==> src/rtl/serial_addsub.sv <==
// rtl/serial_addsub.sv - digit-serial two's-complement adder/subtractor, DIGIT bits per clock
// Start/busy/done handshake; s, cout and ovf are updated only when an operation completes.
module serial_addsub #(
   parameter int WIDTH = 16,
   parameter int DIGIT = 4
) (
   input  logic             clk,
   input  logic             rst,
   input  logic             start,
   input  logic             sub,
   input  logic [WIDTH-1:0] a,
   input  logic [WIDTH-1:0] b,
   output logic             busy,
   output logic             done,
   output logic [WIDTH-1:0] s,
   output logic             cout,
   output logic             ovf
);

   localparam int N  = WIDTH / DIGIT;
   localparam int CW = (N > 1) ? $clog2(N) : 1;
   localparam logic [CW-1:0] LAST = CW'(N - 1);

   generate
      if ((DIGIT < 1) || (DIGIT > WIDTH) || ((WIDTH % DIGIT) != 0)) begin : g_bad_params
         $error("serial_addsub: WIDTH must be a positive multiple of DIGIT");
      end
   endgenerate

   typedef enum logic [1:0] {
      IDLE = 2'd0,
      RUN  = 2'd1,
      DONE = 2'd2
   } state_t;

   state_t state;
   state_t state_nx;

   logic [WIDTH-1:0]       opa;
   logic [WIDTH-1:0]       opb;
   logic [WIDTH-1:0]       acc;
   logic                   carry;
   logic [CW-1:0]          count;

   logic [DIGIT:0]         dsum;
   logic [WIDTH+DIGIT-1:0] acc_cat;
   logic [WIDTH-1:0]       acc_shift;
   logic                   last;
   logic                   accept;
   logic                   c_msb;

   // The result register fills from the top, so after N digits the first
   // digit has been pushed down to bit 0.
   always_comb begin
      dsum      = {1'b0, opa[DIGIT-1:0]} + {1'b0, opb[DIGIT-1:0]} + {{DIGIT{1'b0}}, carry};
      acc_cat   = {dsum[DIGIT-1:0], acc};
      acc_shift = acc_cat[WIDTH+DIGIT-1:DIGIT];
      last      = (count == LAST);
      accept    = start && ((state == IDLE) || (state == DONE));
      // On the last digit its top bit is the word MSB; recover the carry into it.
      c_msb     = dsum[DIGIT-1] ^ opa[DIGIT-1] ^ opb[DIGIT-1];
   end

   always_ff @(posedge clk) begin
      if (rst) begin
         state <= IDLE;
      end else begin
         state <= state_nx;
      end
   end

   always_comb begin
      state_nx = state;
      busy     = 1'b0;
      done     = 1'b0;
      case (state)
         IDLE: begin
            if (start) begin
               state_nx = RUN;
            end
         end
         RUN: begin
            busy = 1'b1;
            if (last) begin
               state_nx = DONE;
            end
         end
         DONE: begin
            done     = 1'b1;
            state_nx = start ? RUN : IDLE;
         end
         default: begin
            state_nx = IDLE;
         end
      endcase
   end

   always_ff @(posedge clk) begin
      if (rst) begin
         opa   <= '0;
         opb   <= '0;
         acc   <= '0;
         carry <= 1'b0;
         count <= '0;
         s     <= '0;
         cout  <= 1'b0;
         ovf   <= 1'b0;
      end else if (accept) begin
         opa   <= a;
         opb   <= b ^ {WIDTH{sub}};
         acc   <= '0;
         carry <= sub;
         count <= '0;
      end else if (state == RUN) begin
         opa   <= opa >> DIGIT;
         opb   <= opb >> DIGIT;
         acc   <= acc_shift;
         carry <= dsum[DIGIT];
         count <= count + 1'b1;
         if (last) begin
            s    <= acc_shift;
            cout <= dsum[DIGIT];
            ovf  <= c_msb ^ dsum[DIGIT];
         end
      end
   end

endmodule

==> config.mk <==
export PLATFORM = sky130hd
export DESIGN_NAME = serial_addsub
export DESIGN_NICKNAME = d
export VERILOG_FILES = /design/src/rtl/serial_addsub.sv
export SDC_FILE = /design/constraint.sdc
export NUM_CORES = 1
export LEC_CHECK = 0
export BUFFER_PORTS_ARGS = -buffer_cell sky130_fd_sc_hd__buf_2
export CAP_MARGIN = 15
export CORE_ASPECT_RATIO = 0.75
export CORE_MARGIN = 3
export CORE_UTILIZATION = 25
export DETAILED_ROUTE_END_ITERATION = 8
export GPL_TIMING_DRIVEN = 0
export SYNTH_ARGS = -nofsm -noshare
export SYNTH_HDL_FRONTEND = slang
export SYNTH_SLANG_ARGS = --single-unit
export TNS_END_PERCENT = 100
==> constraint.sdc <==
create_clock -name clk -period 2.5 [get_ports clk]
set_clock_uncertainty 0.05 [all_clocks]
set_input_delay 0.25 -clock clk [delete_from_list [all_inputs] [get_ports clk]]
set_output_delay 0.25 -clock clk [all_outputs]
set_load 0.05 [all_outputs]
==> qor.csv, run 1 <==
stage;metric;value;unit
global_route;initial antenna violation count;0;
floorplan;placement row count;33;
floorplan;Die ar.;12900;um2
synth;synthesized netlist net count;372;
cts;Root Driver;sky130_fd_sc_hd__clkbuf_16;
sta;worst slew pin tran;0.508;ns
cts;level count of the clock H-tree;3;
synth;most used flip-flop cell after synthesis;sky130_fd_sc_hd__dfxtp_1;
cts;clock latency of the later-clocked register in the worst-skew pair;0.33;ns
setup_path;worst setup path class;register to register;
sta;Fin. Hold Viols;0;
synth;Netlist cell types;30;
synth;Seq/Total Area, Yosys;46.3;%
layout;Layout area overhead;24.7;%
placement;routability cong.;0.765;
placement;post-detailed-placement cell area;3340;um2
route;violation count after the first detailed-routing iteration;129;
cts;CTS Sinks;67;
power_and_ir_drop;part of the power in combinational logic;12.9;%
sta;unrepaired setup endpoints after global routing;no;
global_route;wire length of the first global-routing pass;12.6;mm
power_and_ir_drop;worst vdd ir;0.327;mV
floorplan;die boundary height;99.2;um
cts;count of hold buffers inserted by post-cts repair;0;
route;overall via count from detail_route;2479;
synth;area of the mapped netlist;2900;um2
sta;Fin Setup TNS;0;ns
power_and_ir_drop;Total Power;2710;uW
sta;highest achievable clock rate;467;MHz
setup_path;nature of the critical path endpoint;register;
power_and_ir_drop;LEAKAGE;0.00146;uW
floorplan;standard cell core area;11100;um2
synth;ranking of synthesized cells by area;sky130_fd_sc_hd__dfxtp_1 46%, sky130_fd_sc_hd__nand2_1 9.1%, sky130_fd_sc_hd__nor2_1 6.6%, sky130_fd_sc_hd__a21oi_1 5.5%, sky130_fd_sc_hd__xnor2_1 4.8%;
run_status;run status;completed;
sta;final critical path time including I/O delays and setup;2.14;ns
cts;CTS max path bufs;2;
sta;worst-case headroom to the max-slew limit;66.1;%
global_route;total track usage;12.5;%
power_and_ir_drop;power density cells;749;nW/um2
setup_path;crit path max fanout;3;
synth;share of Yosys cell area claimed by the top area cell type;46.3;%
layout;most used cells in the layout excluding fill and tap cells;70 x sky130_fd_sc_hd__nand2_1, 67 x sky130_fd_sc_hd__dfxtp_1, 60 x sky130_fd_sc_hd__buf_2;
global_route;vias in the first global route;2482;
cts;TritonCTS buffer count;9;
power_and_ir_drop;share of total power in the clock network;44.3;%
setup_path;critical path required time;2.68;ns
cts;total of cells resized after clock tree synthesis;0;
flow_run;max-cap violation count;0;
floorplan;effective utilization at floorplan;26.1;%
layout;number of inserted filler cells in the final layout;1149;
synth;number of storage elements in the synthesis netlist;67;
layout;commonest non-fill, non-tap cell in the layout;sky130_fd_sc_hd__nand2_1;
synth;Yosys warning count;0;
route;post-detailed-route wirelength per cell;14.3;um
power_and_ir_drop;sequential share of power;42.8;%
layout;Net count, final;436;
placement;Port Buffer Count;53;
setup_path;data arrival at the endpoint of the critical path;2.32;ns
layout;layout cells sized above 1;23.6;%
route;number of design rule violations left after detail routing;0;
sta;Final Slew Violations;0;
global_route;largest net degree at the start of global routing;11;
layout;Antenna Cells;0;
power_and_ir_drop;switching portion of total power;24.9;%
route;Antenna Violating Nets Remaining;0;
floorplan;Die X;130;um
synth;cell accounting for the most synthesized area;sky130_fd_sc_hd__dfxtp_1;
synth;syn avg cell area;8.78;um2
power_and_ir_drop;total internal power;2030;uW
sta;final critical-path share of the clock period;85.6;%
placement;detailed placement HPWL;5.64;mm
cts;TritonCTS clock tree;built;
route;DRT Wirelength;7.67;mm
floorplan;io pins;56;
layout;core occupancy in the finished layout;32.5;%
setup_path;Worst setup SP type;register;
sta;final setup violating endpoints;0;
global_route;Remaining Overflow, GRT;0;
layout;post-layout instance area;3610;um2
route;drt pass-1 iters;5;
cts;post-CTS setup buffer count;0;
synth;synthesized netlist cell count;330;
min_path;hold crit path type;input pin to register;
synth;EDFF count, synth;0;
power_and_ir_drop;switching power total;675;uW
cts;clock transition at the registers of the reported paths;0.05;ns
route;via/cell ratio;4.61;
synth;post-synthesis async set-or-reset flop share;0;%
==> Yosys cell counts, types with 4 or more instances <==
library cell,n
sky130_fd_sc_hd__clkbuf_1,7
sky130_fd_sc_hd__buf_2,7
sky130_fd_sc_hd__a21oi_1,32
sky130_fd_sc_hd__nand2_1,70
sky130_fd_sc_hd__xnor2_1,16
sky130_fd_sc_hd__o22ai_1,5
sky130_fd_sc_hd__ha_1,4
sky130_fd_sc_hd__nor3_1,5
sky130_fd_sc_hd__a221oi_2,8
sky130_fd_sc_hd__a311oi_1,6
sky130_fd_sc_hd__buf_6,7
sky130_fd_sc_hd__dfxtp_1,67
sky130_fd_sc_hd__a22oi_1,11
sky130_fd_sc_hd__nand2b_1,4
sky130_fd_sc_hd__xor2_1,6
sky130_fd_sc_hd__nor2_1,51
==> path summary, 6_finish.rpt <==
| path | to | from | cells past startpoint | slack, ns |
|---|---|---|---|---|
| min | opa[15] | a[15] | 3 | 0.12 |
| min reg2reg | s[5] | s[5] | 2 | 0.40 |
| max reg2reg | ovf | opb[0] | 8 | 0.36 |
| max | ovf | opb[0] | 8 | 0.36 |
==> power by group through the flow <==
| stage | Sequential [uW] | Clock (uW) | Combinational, uW |
|---|---|---|---|
| after floorplan | 1170 | 0 | 256 |
| after detailed placement | 1180 | 0 | 352 |
| after global placement | 1180 | 0 | 345 |
| after global routing | 1160 | 1260 | 392 |
| final | 1160 | 1200 | 350 |
| after CTS | 1160 | 1220 | 354 |
==> worst max-delay path, cell delays in order, from the launching register on <==
cell and delay (ns):
sky130_fd_sc_hd__dfxtp_1 0.38, sky130_fd_sc_hd__fa_1 0.22, sky130_fd_sc_hd__inv_1 0.06, sky130_fd_sc_hd__fa_1 0.39, sky130_fd_sc_hd__nand2b_1 0.16, sky130_fd_sc_hd__a21oi_1 0.28, sky130_fd_sc_hd__xnor2_1 0.14, sky130_fd_sc_hd__xnor2_1 0.16
sky130_fd_sc_hd__a21o_1 0.20
==> per-stage QoR <==
step / cells / worst slack, ns / hold slack, ns
floorplan: 330 / 0.602 / 0.361
global placement: 523 / 0.399 / 0.395
detailed placement: 523 / 0.344 / 0.395
CTS: 538 / 0.329 / 0.120
global route: 538 / 0.219 / 0.140
finish: 538 / 0.360 / 0.119
==> area by class of cell <==
type	instances	area [um2]	area share [%]
plain buffers	25	183	5.05
clock buffers	12	236	6.54
clock inverters	3	40.0	1.11
inverters	4	17.5	0.485
multi-input cells	234	1360	37.5
flip-flops and latches	67	1340	37.1
well taps	140	175	4.85
repair buffers	53	265	7.34
==> flip-flops by register name, summed over array words and instances (netlist names) <==
| name | cells |
|---|---|
| opa | 16 |
| s | 16 |
| ovf | 1 |
| cout | 1 |
| carry | 1 |
| count | 2 |
| state | 2 |
| acc | 12 |
| opb | 16 |
==> layer usage <==
metal | part of all wire (%) | routed length, um | GRT usage [%] | vias up
li1 | - | - | - | 1244
met1 | 48 | 3710 | 16.7 | 1164
met5 | 0 | 0 | 0 | -
met3 | 6.0 | 462 | 4.35 | 10
met4 | 1.7 | 127 | 5.19 | 0
met2 | 44 | 3370 | 18.2 | 61
==> logic make-up (layout without fill, tap and decap cells) <==
| family | count (synthesis) | in the layout | synth area share (%) |
|---|---|---|---|
| flops | 67 | 67 | 46.3 |
| buf+inv | 29 | 97 | 6.91 |
| fa+ha+maj | 6 | 6 | 3.11 |
| xor+xnor | 22 | 22 | 6.65 |
| simple gates | 136 | 136 | 19.4 |
| compound gates | 70 | 70 | 17.6 |
(Power assumes the default switching activity.)
==> run 2: changes to the inputs <==
--- a/config.mk
+++ b/config.mk
@@ -9,9 +9,10 @@
 export CAP_MARGIN = 15
 export CORE_ASPECT_RATIO = 0.75
 export CORE_MARGIN = 3
-export CORE_UTILIZATION = 25
+export CORE_UTILIZATION = 54
 export DETAILED_ROUTE_END_ITERATION = 8
 export GPL_TIMING_DRIVEN = 0
+export PLACE_DENSITY = 0.78
 export SYNTH_ARGS = -nofsm -noshare
 export SYNTH_HDL_FRONTEND = slang
 export SYNTH_SLANG_ARGS = --single-unit
==> constraint.sdc (replaced) <==
create_clock -name clk -period 2.5 [get_ports clk]
set_clock_uncertainty 0.05 [all_clocks]
set_input_delay 0.25 -clock clk [delete_from_list [all_inputs] [get_ports clk]]
set_output_delay 0.25 -clock clk [all_outputs]
set_load 0.005 [all_outputs]
==> run 2 against run 1 <==
Critical path depth is the same. Setup slack gained 0.0040 ns. Clock-buffer cell count is the same. Worst hold slack lost 0.013 ns. First-iteration DRC count grew 37%. Non-clock buffer count is the same. Critical path type unchanged. Critical endpoint unchanged.
==> qor.csv, run 2 (synthesized netlist as in run 1, its figures left out) <==
stage;metric;value;unit;change
sta;final setup violating endpoints;0;;unchanged
route;DRT Wirelength;6.54;mm;-15%
global_route;global routing usage on met2;32.2;%;+14 points
global_route;total track usage;22.3;%;+9.8 points
placement;Port Buffer Count;53;;unchanged
cts;TritonCTS clock tree;built;;
layout;Layout area overhead;19.6;%;
floorplan;Die X;90.6;um;-30%
layout;most used cells in the layout excluding fill and tap cells;70 x sky130_fd_sc_hd__nand2_1, 67 x sky130_fd_sc_hd__dfxtp_1, 60 x sky130_fd_sc_hd__buf_2;;
global_route;most used routing layer;met2;;
layout;Net count, final;436;;unchanged
layout;layout cells sized above 1;24.6;%;+0.94 points
setup_path;Worst setup SP type;register;;
cts;CTS Sinks;67;;unchanged
floorplan;effective utilization at floorplan;57.5;%;+31 points
floorplan;die boundary height;69.4;um;-30%
layout;commonest non-fill, non-tap cell in the layout;sky130_fd_sc_hd__nand2_1;;
cts;clock latency of the later-clocked register in the worst-skew pair;0.35;ns;+0.02 ns
cts;CTS max path bufs;2;;unchanged
run_status;run status;completed;;
route;drt pass-1 iters;4;;-1
global_route;initial antenna violation count;0;;unchanged
placement;number of cells after detailed placement;455;;-13%
sta;Final Slew Violations;0;;unchanged
layout;Antenna Cells;0;;unchanged
floorplan;io pins;56;;unchanged
layout;post-layout instance count excluding filler cells;471;;-12%
global_route;Remaining Overflow, GRT;0;;unchanged
power_and_ir_drop;LEAKAGE;0.00144;uW;-1.9%
min_path;hold crit path type;input pin to register;;
cts;total of cells resized after clock tree synthesis;0;;unchanged
global_route;largest net degree at the start of global routing;12;;+1
sta;unrepaired setup endpoints after global routing;no;;
cts;level count of the clock H-tree;3;;unchanged
floorplan;standard cell core area;5040;um2;-55%
flow_run;max-cap violation count;0;;unchanged
setup_path;data arrival at the endpoint of the critical path;2.33;ns;about the same
floorplan;placement row count;22;;-33%
global_route;met1 Usage GRT;30.4;%;+14 points
sta;Fin. Hold Viols;0;;unchanged
placement;routability cong.;0.825;;+7.8%
setup_path;worst setup path class;register to register;;
cts;Root Driver;sky130_fd_sc_hd__clkbuf_8;;
power_and_ir_drop;power density cells;704;nW/um2;-6.0%
placement;post-detailed-placement cell area;3250;um2;-2.5%
route;Antenna Violating Nets Remaining;0;;unchanged
setup_path;critical path required time;2.69;ns;about the same
layout;largest registers;opa: 16 flops, opb: 16 flops, s: 16 flops;;
placement;detailed placement HPWL;4.66;mm;-17%
route;number of design rule violations left after detail routing;0;;unchanged
sta;worst-case headroom to the max-slew limit;65.5;%;-0.58 points
cts;count of hold buffers inserted by post-cts repair;0;;unchanged
route;post-detailed-route wirelength per cell;13.9;um;-2.5%
global_route;vias in the first global route;2392;;-3.6%
sta;final critical path time including I/O delays and setup;2.14;ns;-0.00399 ns
setup_path;nature of the critical path endpoint;register;;
floorplan;Die ar.;6290;um2;-51%
global_route;wire length of the first global-routing pass;11.2;mm;-11%
sta;Fin Setup TNS;0;ns;unchanged
sta;worst slew pin tran;0.517;ns;+0.00868 ns
global_route;met3 routing resource usage after global routing;9.76;%;+5.4 points
power_and_ir_drop;worst vdd ir;0.512;mV;+56%
layout;post-layout instance area;3470;um2;-4.1%
sta;highest achievable clock rate;468;MHz;+0.19%
route;via/cell ratio;5.21;;+13%
layout;core occupancy in the finished layout;68.8;%;+36 points
route;violation count after the first detailed-routing iteration;177;;+37%
setup_path;crit path max fanout;3;;unchanged
cts;TritonCTS buffer count;9;;unchanged
sta;final critical-path share of the clock period;85.5;%;-0.16 points
cts;post-CTS setup buffer count;0;;unchanged
route;overall via count from detail_route;2453;;-1.0%
cts;clock transition at the registers of the reported paths;0.07;ns;+0.02 ns
-- run 2: cell count changes in the layout (fill, tap and decap cells not counted) --
cell                         previous run  this run
sky130_fd_sc_hd__clkbuf_8               0        12
sky130_fd_sc_hd__clkbuf_16              9         0
sky130_fd_sc_hd__clkbuf_1              10         7
sky130_fd_sc_hd__clkinvlp_4             0         1
-- run 2: worst paths after layout --
path / slack [ns] / startpoint / endpoint / cells past startpoint
setup / recovery: 0.36 / opb[0] / ovf / 8
hold / removal: 0.11 / a[15] / opa[15] / 3
setup reg to reg: 0.36 / opb[0] / ovf / 8
hold reg to reg: 0.40 / s[5] / s[5] / 2
-- run 2: where the power goes --
part / leakage, uW / switching (uW) / internal, uW / total (uW)
logic: 0.000781 / 192 / 150 / 343
clock network: 0.000108 / 405 / 539 / 944
registers: 0.000546 / 36.1 / 1120 / 1150
-- run 2: worst max-delay path, stage by stage (launching register included) --
cell                       delay [ns]
sky130_fd_sc_hd__dfxtp_1         0.39
sky130_fd_sc_hd__fa_1            0.21
sky130_fd_sc_hd__inv_1           0.05
sky130_fd_sc_hd__fa_1            0.39
sky130_fd_sc_hd__nand2b_1        0.16
sky130_fd_sc_hd__a21oi_1         0.30
sky130_fd_sc_hd__xnor2_1         0.14
sky130_fd_sc_hd__xnor2_1         0.16
sky130_fd_sc_hd__a21o_1          0.19
-- run 2: metal layers --
layer | vias up | share of wire (%)
met5 | - | 0
met4 | 0 | 0.84
met3 | 7 | 7.5
met2 | 70 | 44
met1 | 1136 | 48
li1 | 1240 | -
-- run 2: final cells by class --
type	instances	area, um2
fill	449	1570
multi-input combinational	234	1360
sequential	67	1340
timing repair buffer	53	265
buffer	25	183
clock buffer	12	165
tap	72	90.1
clock inverter	4	47.5
inverter	4	17.5
-- run 2: per-stage QoR --
stage / hold slack (ns) / worst slack, ns / power (uW)
6_report: 0.106 / 0.364 / 2440
5_1_grt: 0.100 / 0.185 / 2550
4_1_cts: 0.0956 / 0.385 / 2450
3_5_place_dp: 0.395 / 0.378 / 1520
3_3_place_gp: 0.391 / 0.415 / 1510
2_1_floorplan: 0.361 / 0.602 / 1420
